**src/rtl/alu_pkg.sv**
```systemverilog
// Shared opcode and FSM state encodings for the sequential ALU.
// Imported by the ALU datapath and by decode.
package alu_pkg;

  typedef enum logic [3:0] {
    OP_PASSB = 4'b0000,
    OP_ADD   = 4'b0010,
    OP_SUB   = 4'b0011,
    OP_AND   = 4'b0100,
    OP_OR    = 4'b0101,
    OP_XOR   = 4'b0110,
    OP_ZERO  = 4'b0111,
    OP_LSL   = 4'b1000,
    OP_LSR   = 4'b1001,
    OP_ASR   = 4'b1010,
    OP_MUL   = 4'b1100
  } op_t;

  typedef enum logic {
    IDLE = 1'b0,
    MUL  = 1'b1
  } state_t;

endpackage

```
**src/rtl/alu_seq_core.sv**
```systemverilog
// Combinational single-cycle ALU: ripple add/sub, logic ops, barrel shifts.
// Multiply is handled by the sequential wrapper; here it yields zero.
module alu_seq_core
  import alu_pkg::*;
#(
  parameter int WIDTH = 64
) (
  input  logic [WIDTH-1:0] a,
  input  logic [WIDTH-1:0] b,
  input  logic [3:0]       op,
  output logic [WIDTH-1:0] result,
  output logic             negative,
  output logic             zero,
  output logic             overflow,
  output logic             carry_out
);

  localparam int SHW = $clog2(WIDTH);

  logic [WIDTH-1:0] bx;
  logic [WIDTH-1:0] sum;
  logic [WIDTH:0]   cy;
  logic [SHW-1:0]   sh;
  logic [WIDTH:0]   lsl;
  logic [WIDTH:0]   lsr;
  logic [WIDTH:0]   asr;

  // cy[i+1] is the carry out of bit i
  always_comb begin
    bx    = (op == OP_SUB) ? ~b : b;
    cy    = '0;
    cy[0] = (op == OP_SUB);
    sum   = '0;
    for (int i = 0; i < WIDTH; i++) begin
      sum[i]  = a[i] ^ bx[i] ^ cy[i];
      cy[i+1] = (a[i] & bx[i]) | (cy[i] & (a[i] ^ bx[i]));
    end
  end

  // An extra bit beside the operand catches the last bit shifted out
  assign sh  = b[SHW-1:0];
  assign lsl = {1'b0, a} << sh;
  assign lsr = {a, 1'b0} >> sh;
  assign asr = $unsigned($signed({a, 1'b0}) >>> sh);

  always_comb begin
    result    = '0;
    overflow  = 1'b0;
    carry_out = 1'b0;
    unique case (op)
      OP_PASSB: result = b;
      OP_ADD, OP_SUB: begin
        result    = sum;
        carry_out = cy[WIDTH];
        overflow  = cy[WIDTH] ^ cy[WIDTH-1];
      end
      OP_AND:  result = a & b;
      OP_OR:   result = a | b;
      OP_XOR:  result = a ^ b;
      OP_LSL: begin
        result    = lsl[WIDTH-1:0];
        carry_out = lsl[WIDTH];
      end
      OP_LSR: begin
        result    = lsr[WIDTH:1];
        carry_out = lsr[0];
      end
      OP_ASR: begin
        result    = asr[WIDTH:1];
        carry_out = asr[0];
      end
      default: result = '0;
    endcase
  end

  assign negative = result[WIDTH-1];
  assign zero     = ~|result;

endmodule

```
**src/rtl/alu_seq.sv**
```systemverilog
// Handshaked ALU: single-cycle ops via alu_seq_core, iterative
// shift-and-add multiply, registered valid/ready result port.
module alu_seq
  import alu_pkg::*;
#(
  parameter int WIDTH = 64,
  localparam int SHW = $clog2(WIDTH)
) (
  input  logic             clk,
  input  logic             reset,
  input  logic             in_valid,
  output logic             in_ready,
  input  logic [WIDTH-1:0] A,
  input  logic [WIDTH-1:0] B,
  input  logic [3:0]       cntrl,
  output logic             out_valid,
  input  logic             out_ready,
  output logic [WIDTH-1:0] result,
  output logic             negative,
  output logic             zero,
  output logic             overflow,
  output logic             carry_out
);

  state_t             state;
  logic [SHW-1:0]     cnt;
  logic [2*WIDTH-1:0] acc;
  logic [2*WIDTH-1:0] a_sh;
  logic [2*WIDTH-1:0] acc_nx;
  logic [WIDTH-1:0]   b_sh;

  logic [WIDTH-1:0] c_res;
  logic             c_neg;
  logic             c_zero;
  logic             c_ovf;
  logic             c_cy;
  logic             accept;

  alu_seq_core #(.WIDTH(WIDTH)) u_core (
    .a         (A),
    .b         (B),
    .op        (cntrl),
    .result    (c_res),
    .negative  (c_neg),
    .zero      (c_zero),
    .overflow  (c_ovf),
    .carry_out (c_cy)
  );

  assign in_ready = (state == IDLE) && (!out_valid || out_ready);
  assign accept   = in_valid && in_ready;

  // Double-width accumulator keeps the high product half for overflow
  assign acc_nx = acc + (b_sh[0] ? a_sh : '0);

  always_ff @(posedge clk) begin
    if (reset) begin
      state     <= IDLE;
      cnt       <= '0;
      acc       <= '0;
      a_sh      <= '0;
      b_sh      <= '0;
      out_valid <= 1'b0;
      result    <= '0;
      negative  <= 1'b0;
      zero      <= 1'b0;
      overflow  <= 1'b0;
      carry_out <= 1'b0;
    end else begin
      if (out_valid && out_ready)
        out_valid <= 1'b0;
      unique case (state)
        IDLE: begin
          if (accept && cntrl == OP_MUL) begin
            a_sh  <= {{WIDTH{1'b0}}, A};
            b_sh  <= B;
            acc   <= '0;
            cnt   <= '0;
            state <= MUL;
          end else if (accept) begin
            result    <= c_res;
            negative  <= c_neg;
            zero      <= c_zero;
            overflow  <= c_ovf;
            carry_out <= c_cy;
            out_valid <= 1'b1;
          end
        end
        MUL: begin
          acc  <= acc_nx;
          a_sh <= a_sh << 1;
          b_sh <= b_sh >> 1;
          cnt  <= cnt + 1'b1;
          if (cnt == SHW'(WIDTH - 1)) begin
            result    <= acc_nx[WIDTH-1:0];
            negative  <= acc_nx[WIDTH-1];
            zero      <= ~|acc_nx[WIDTH-1:0];
            overflow  <= |acc_nx[2*WIDTH-1:WIDTH];
            carry_out <= 1'b0;
            out_valid <= 1'b1;
            cnt       <= '0;
            state     <= IDLE;
          end
        end
        default: state <= IDLE;
      endcase
    end
  end

endmodule

```
**config.mk**
```make
export PLATFORM = sky130hd
export DESIGN_NAME = alu_seq
export DESIGN_NICKNAME = d
export VERILOG_FILES = /design/src/rtl/alu_pkg.sv /design/src/rtl/alu_seq_core.sv /design/src/rtl/alu_seq.sv
export SDC_FILE = /design/constraint.sdc
export NUM_CORES = 2
export LEC_CHECK = 0
export CAP_MARGIN = 25
export CORE_ASPECT_RATIO = 2
export CORE_MARGIN = 2
export CORE_UTILIZATION = 48
export DETAILED_ROUTE_END_ITERATION = 8
export PLACE_DENSITY = 0.76
export SYNTH_ARGS = -nofsm -noshare
export SYNTH_HDL_FRONTEND = slang
export SYNTH_HIERARCHICAL = 1
export SYNTH_SLANG_ARGS = --single-unit
export TNS_END_PERCENT = 1
```
**constraint.sdc**
```tcl
create_clock -name clk -period 45.8 [get_ports clk]
set_clock_uncertainty 0.15 [all_clocks]
set_input_delay 13.74 -clock clk [delete_from_list [all_inputs] [get_ports clk]]
set_output_delay 13.74 -clock clk [all_outputs]
set_load 0.01 [all_outputs]
```
==> run_results.csv, run 1 <==
group,metric,value,unit
floorplanning,fp-row-count,159,
clock_network,max-clock-path-buffers,3,
clock_network,tritoncts.num_buffers,42,
synthesis,ys_async_sr_fraction,0,
synthesis,dominant_combinational_cell_family_by_area_after_synthesis,"compound AO/OA/AOI/OAI gates",
clock_network,cts-root-buf,"sky130_fd_sc_hd__clkbuf_16",
synthesis,post_synth.cell_area_avg,7.79,sq um
global_routing,vias_in_the_first_global_route,64800,
global_routing,global_route.overflow_total,2856,
synthesis,synth_area_leaders,"sky130_fd_sc_hd__dfxtp_1, sky130_fd_sc_hd__mux4_2, sky130_fd_sc_hd__ha_1",
synthesis,netlist_top_cells_count,"sky130_fd_sc_hd__a21oi_1, sky130_fd_sc_hd__nand2_1, sky130_fd_sc_hd__nor2_1",
synthesis,yosys_warnings,6,
synthesis,synth.largest_area_cell,"sky130_fd_sc_hd__dfxtp_1",
outcome,stop_error,"[ERROR GRT-0116] Global routing finished with congestion. Check the congestion regions in the DRC Viewer.",
synthesis,netlist_area,45300,sq um
synthesis,syn-instance-count,5820,
floorplanning,die_h,439,microns
synthesis,synth-compound-area-share,0.273,
synthesis,netlist-cell-type-count,105,
synthesis,yosys.area_share.simple,0.208,
place,detailedPlacementHpwl,240,mm
synthesis,yosys_most_used_dff,"sky130_fd_sc_hd__dfxtp_1",
global_routing,globalRouteTotalUtil,0.798,
synthesis,netlist.area_leader.share,0.175,
outcome,run_status,"did not finish",
global_routing,grt_pass1_wl,588,mm
floorplanning,ios,206,
synthesis,synth_edf_count,0,
floorplanning,floorplan.initialDensity,0.484,
synthesis,synth_nets,6277,
outcome,stop_stage,"5_1_grt",
clock_network,cts_setup_buffers,0,
floorplanning,die_w,221,microns
synthesis,synthMostInstantiatedCell,"sky130_fd_sc_hd__a21oi_1",
clock_network,ctsHtreeMaxLevel,2,
synthesis,synth_sequential_area_ratio,0.175,
clock_network,holdBufCountCts,0,
global_routing,maximum_number_of_pins_on_one_net_before_global_route_repair,187,
synthesis,synth-xor-area-share,0.0321,
synthesis,synth_fa_ha_area_frac,0.0992,
clock_network,resize_count_post_cts,0,
synthesis,ys_ff_latch,396,
clock_network,clock_sinks,396,
place,number_of_buffers_inserted_by_port_buffering,205,
place,routability_driven_placement_congestion_ratio,1.26,
synthesis,synth_mux_area_frac,0.147,
[per-layer routing]
| metal | track usage | overflow |
|---|---|---|
| met4 | 0.848 | 735 |
| met3 | 0.574 | 50 |
| met1 | 0.770 | 23 |
| met2 | 1.04 | 2034 |
| met5 | 0.179 | 14 |
[stage by stage]
step                      std cells  setup WS, ps  cell area [sq um]  utilization
after detailed placement       6879          1360              48300        0.516
after CTS                      6952          1890              49800        0.532
after floorplan                5820          1630              45300            -
after global placement         6863          1590              48200        0.514
[kinds of logic after synthesis]
group,after synthesis
AO/OA/AOI/OAI,1857
XOR/XNOR,166
adder cells (fa/ha/maj),321
buffers and inverters,731
flip-flops,396
multiplexers,408
AND/OR/NAND/NOR,1941
==> run 2, diff against run 1 <==
--- a/config.mk
+++ b/config.mk
@@ -6,11 +6,10 @@
 export NUM_CORES = 2
 export LEC_CHECK = 0
 export CAP_MARGIN = 25
-export CORE_ASPECT_RATIO = 2
 export CORE_MARGIN = 2
-export CORE_UTILIZATION = 48
+export CORE_UTILIZATION = 33
 export DETAILED_ROUTE_END_ITERATION = 8
-export PLACE_DENSITY = 0.76
+export PLACE_DENSITY_LB_ADDON = 0.15
 export SYNTH_ARGS = -nofsm -noshare
 export SYNTH_HDL_FRONTEND = slang
 export SYNTH_HIERARCHICAL = 1
==> constraint.sdc (replaced) <==
create_clock -name clk -period 59.5 [get_ports clk]
set_clock_uncertainty 0.15 [all_clocks]
set_input_delay 17.85 -clock clk [delete_from_list [all_inputs] [get_ports clk]]
set_output_delay 17.85 -clock clk [all_outputs]
set_load 0.01 [all_outputs]
==> run 2 against run 1 <==
  * The flow now finishes without violations
  * Synthesized cell count did not move
  * Area after synthesis did not move
==> run_results.csv, run 2 <==
group,metric,value,unit
outcome,run_status,"finished clean",
worst_setup_path,critical_path_cell_count,83,
routing,avgRoutedWirePerCell,41.0,microns
worst_setup_path,critPathKind,"in -> reg",
worst_setup_path,critical-path-slowest-cell,"sky130_fd_sc_hd__and2_4",
timing,timing.final.max_slew_violations,0,
routing,vias_per_cell,6.76,
synthesis,netlist_area,45300,sq um
cells_and_area,layout_commonest_cell,"sky130_fd_sc_hd__a21oi_1",
timing,highest_attainable_clock_frequency,0.0203,GHz
clock_network,worstSkewPairLatency,720,ps
cells_and_area,utilization,0.372,
clock_network,resize_count_post_cts,0,
clock_network,cts_tree,"done",
floorplanning,core,137000,sq um
worst_setup_path,number_of_cells_on_the_worst_reg_to_reg_path,18,
routing,dr.first_iter.drc_count,7001,
global_routing,vias_in_the_first_global_route,48300,
cells_and_area,final_net_count,6192,
worst_setup_path,critical_path.max_stage_delay,630,ps
clock_network,clock_sinks,396,
global_routing,antenna_violations_before_repair,48,
pwr,powerDensity,18.2,nW/um^2
cells_and_area,layout.area.seq,7940,sq um
floorplanning,dieArea,140000,sq um
global_routing,grt_pass1_wl,420,mm
synthesis,netlist_top_cells_count,"sky130_fd_sc_hd__a21oi_1, sky130_fd_sc_hd__nand2_1, sky130_fd_sc_hd__nor2_1",
routing,route.antenna.remaining_nets,0,
cells_and_area,layout_cell_share_with_drive_strength_beyond_1,0.126,
floorplanning,floorplan.initialDensity,0.331,
cells_and_area,largest_registers,"a_sh (128), acc (128)",
clock_network,tritoncts.num_buffers,52,
place,detailedPlacementHpwl,241,mm
worst_setup_path,cp_endpoint_kind,"flip-flop",
timing,finalWorstPathRequiredPeriod,49280,ps
timing,finalSetupViolations,0,
place,routability_driven_placement_congestion_ratio,1.10,
worst_setup_path,internal_reg_to_reg_setup_slack,51030,ps
synthesis,yosys_warnings,6,
worst_setup_path,critPathBufInv,8,
worst_setup_path,r2r-start,"b_sh[0]$_SDFFE_PP0P_",
worst_setup_path,critPathMaxFanout,36,
synthesis,synth.largest_area_cell,"sky130_fd_sc_hd__dfxtp_1",
routing,dr.pass1.iters,7,
timing,fin_crit_sh,0.828,
worst_setup_path,worst_setup_path_startpoint,"cntrl[3]",
synthesis,synth_sequential_area_ratio,0.175,
routing,remaining_drc_errors,0,
pwr,max-vdd-ir-drop,22.8,uV
clock_network,clock_transition_at_the_registers_of_the_reported_paths,60,ps
global_routing,globalRouteTotalUtil,0.429,
worst_setup_path,critPathTopFamily,"adder cells",
clock_network,holdBufCountCts,0,
timing,worst-slew-pin-transition,1380,ps
synthesis,netlist-cell-type-count,105,
global_routing,maximum_number_of_pins_on_one_net_before_global_route_repair,178,
cells_and_area,syn2layout_area_growth,12.4,%
floorplanning,die_h,375,microns
worst_setup_path,critical_path.most_common_cell,"sky130_fd_sc_hd__fa_1",
timing,slew_headroom,0.0815,
floorplanning,fp-row-count,136,
worst_setup_path,timing.critical_path.from_type,"primary input",
synthesis,ys_async_sr_fraction,0,
pwr,power.leakage,19.5,nW
synthesis,synthMostInstantiatedCell,"sky130_fd_sc_hd__a21oi_1",
clock_network,max-clock-path-buffers,3,
clock_network,cts_setup_buffers,0,
synthesis,post_synth.cell_area_avg,7.79,sq um
run,cap_viol_max_count,0,
clock_network,cts-root-buf,"sky130_fd_sc_hd__clkbuf_16",
place,number_of_buffers_inserted_by_port_buffering,205,
floorplanning,die_w,375,microns
clock_network,ctsHtreeMaxLevel,2,
synthesis,synth_edf_count,0,
worst_setup_path,r2r-end,"overflow$_SDFFE_PP0P_",
synthesis,synth_area_leaders,"sky130_fd_sc_hd__dfxtp_1, sky130_fd_sc_hd__mux4_2, sky130_fd_sc_hd__ha_1",
routing,drt_wl_total,311,mm
worst_setup_path,critPathRequiredTime,59980,ps
global_routing,global_route.overflow_total,0,
routing,vias,51400,
hold_path,min_path_type,"reg -> reg",
cells_and_area,multiInputGateArea,34600,sq um
cells_and_area,layout.filler_cells,14400,
worst_setup_path,timing.critical_path.arrival,49750,ps
synthesis,ys_ff_latch,396,
synthesis,syn-instance-count,5820,
cells_and_area,commonest_cells_after_routing_fill_and_taps_aside,"sky130_fd_sc_hd__a21oi_1, sky130_fd_sc_hd__nand2_1, sky130_fd_sc_hd__nor2_1",
synthesis,yosys_most_used_dff,"sky130_fd_sc_hd__dfxtp_1",
synthesis,synth_nets,6277,
timing,fin_setup_tns,0,ps
floorplanning,ios,206,
synthesis,netlist.area_leader.share,0.175,
timing,rsz0062_at_grt,"no",
timing,finalHoldViolations,0,
worst_setup_path,crit_path_end,"zero$_SDFFE_PP0P_",
[run 2: final cells by class]
class | instances | area share
clock inverters | 32 | 0.00732
diodes | 19 | 0.000933
multi-input cells | 4693 | 0.679
clock buffers | 66 | 0.0280
flip-flops and latches | 396 | 0.156
inverters | 183 | 0.0137
repair buffers | 409 | 0.0713
well taps | 1794 | 0.0440
[run 2: kinds of logic (layout without fill, tap and decap cells)]
family                   count (synthesis)  in the layout  share of synthesized area
XOR/XNOR                               166            166                     0.0321
other                                    0             19                          0
adder cells (fa/ha/maj)                321            321                     0.0992
AO/OA/AOI/OAI                         1857           1857                      0.273
AND/OR/NAND/NOR                       1941           1941                      0.208
buffers and inverters                  731            690                     0.0661
flip-flops                             396            396                      0.175
multiplexers                           408            408                      0.147
[run 2: how the worst min path moves through the flow]
stage / startpoint / to / cells after the start / slack [ps]
after floorplan: b_sh[1]$_SDFFE_PP0P_ / b_sh[1]$_SDFFE_PP0P_ / 2 / 280
after global placement: b_sh[1]$_SDFFE_PP0P_ / b_sh[1]$_SDFFE_PP0P_ / 2 / 290
after detailed placement: b_sh[1]$_SDFFE_PP0P_ / b_sh[1]$_SDFFE_PP0P_ / 2 / 300
after CTS: b_sh[1]$_SDFFE_PP0P_ / b_sh[1]$_SDFFE_PP0P_ / 2 / 310
after global routing: b_sh[1]$_SDFFE_PP0P_ / b_sh[1]$_SDFFE_PP0P_ / 2 / 330
final: b_sh[1]$_SDFFE_PP0P_ / b_sh[1]$_SDFFE_PP0P_ / 2 / 310
[run 2: layer usage]
layer / track usage / part of all wire
met1: 0.514 / 0.38
met5: 0 / 0.00046
met3: 0.120 / 0.093
met2: 0.648 / 0.43
met4: 0.336 / 0.093
[run 2: report_power, final]
group,internal (mW),leakage (nW),switching (mW)
registers,0.272,3.21,0.0101
clock network,0.190,0.874,0.152
logic,0.0991,15.4,0.203
[run 2: worst register-to-register path, delay by kind of cell (launching register included)]
kind / cells / cell delay [ps]
fa+ha+maj: 2 / 610
compound gates: 7 / 3390
buf+inv: 2 / 850
flops: 1 / 780
simple gates: 7 / 2560
[run 2: through the flow]
stage | power, mW | instance area, sq um | worst slack, ps | std cells | hold WS (ps)
3_3_place_gp | 0.574 | 48900 | 9710 | 7456 | 293
2_1_floorplan | 0.426 | 45300 | 11220 | 5820 | 281
6_report | 0.926 | 51000 | 10220 | 7592 | 307
4_1_cts | 0.916 | 50800 | 10340 | 7561 | 307
3_5_place_dp | 0.572 | 49000 | 9700 | 7463 | 298
5_1_grt | 0.944 | 50900 | 9370 | 7573 | 328
(Power assumes the default switching activity.)
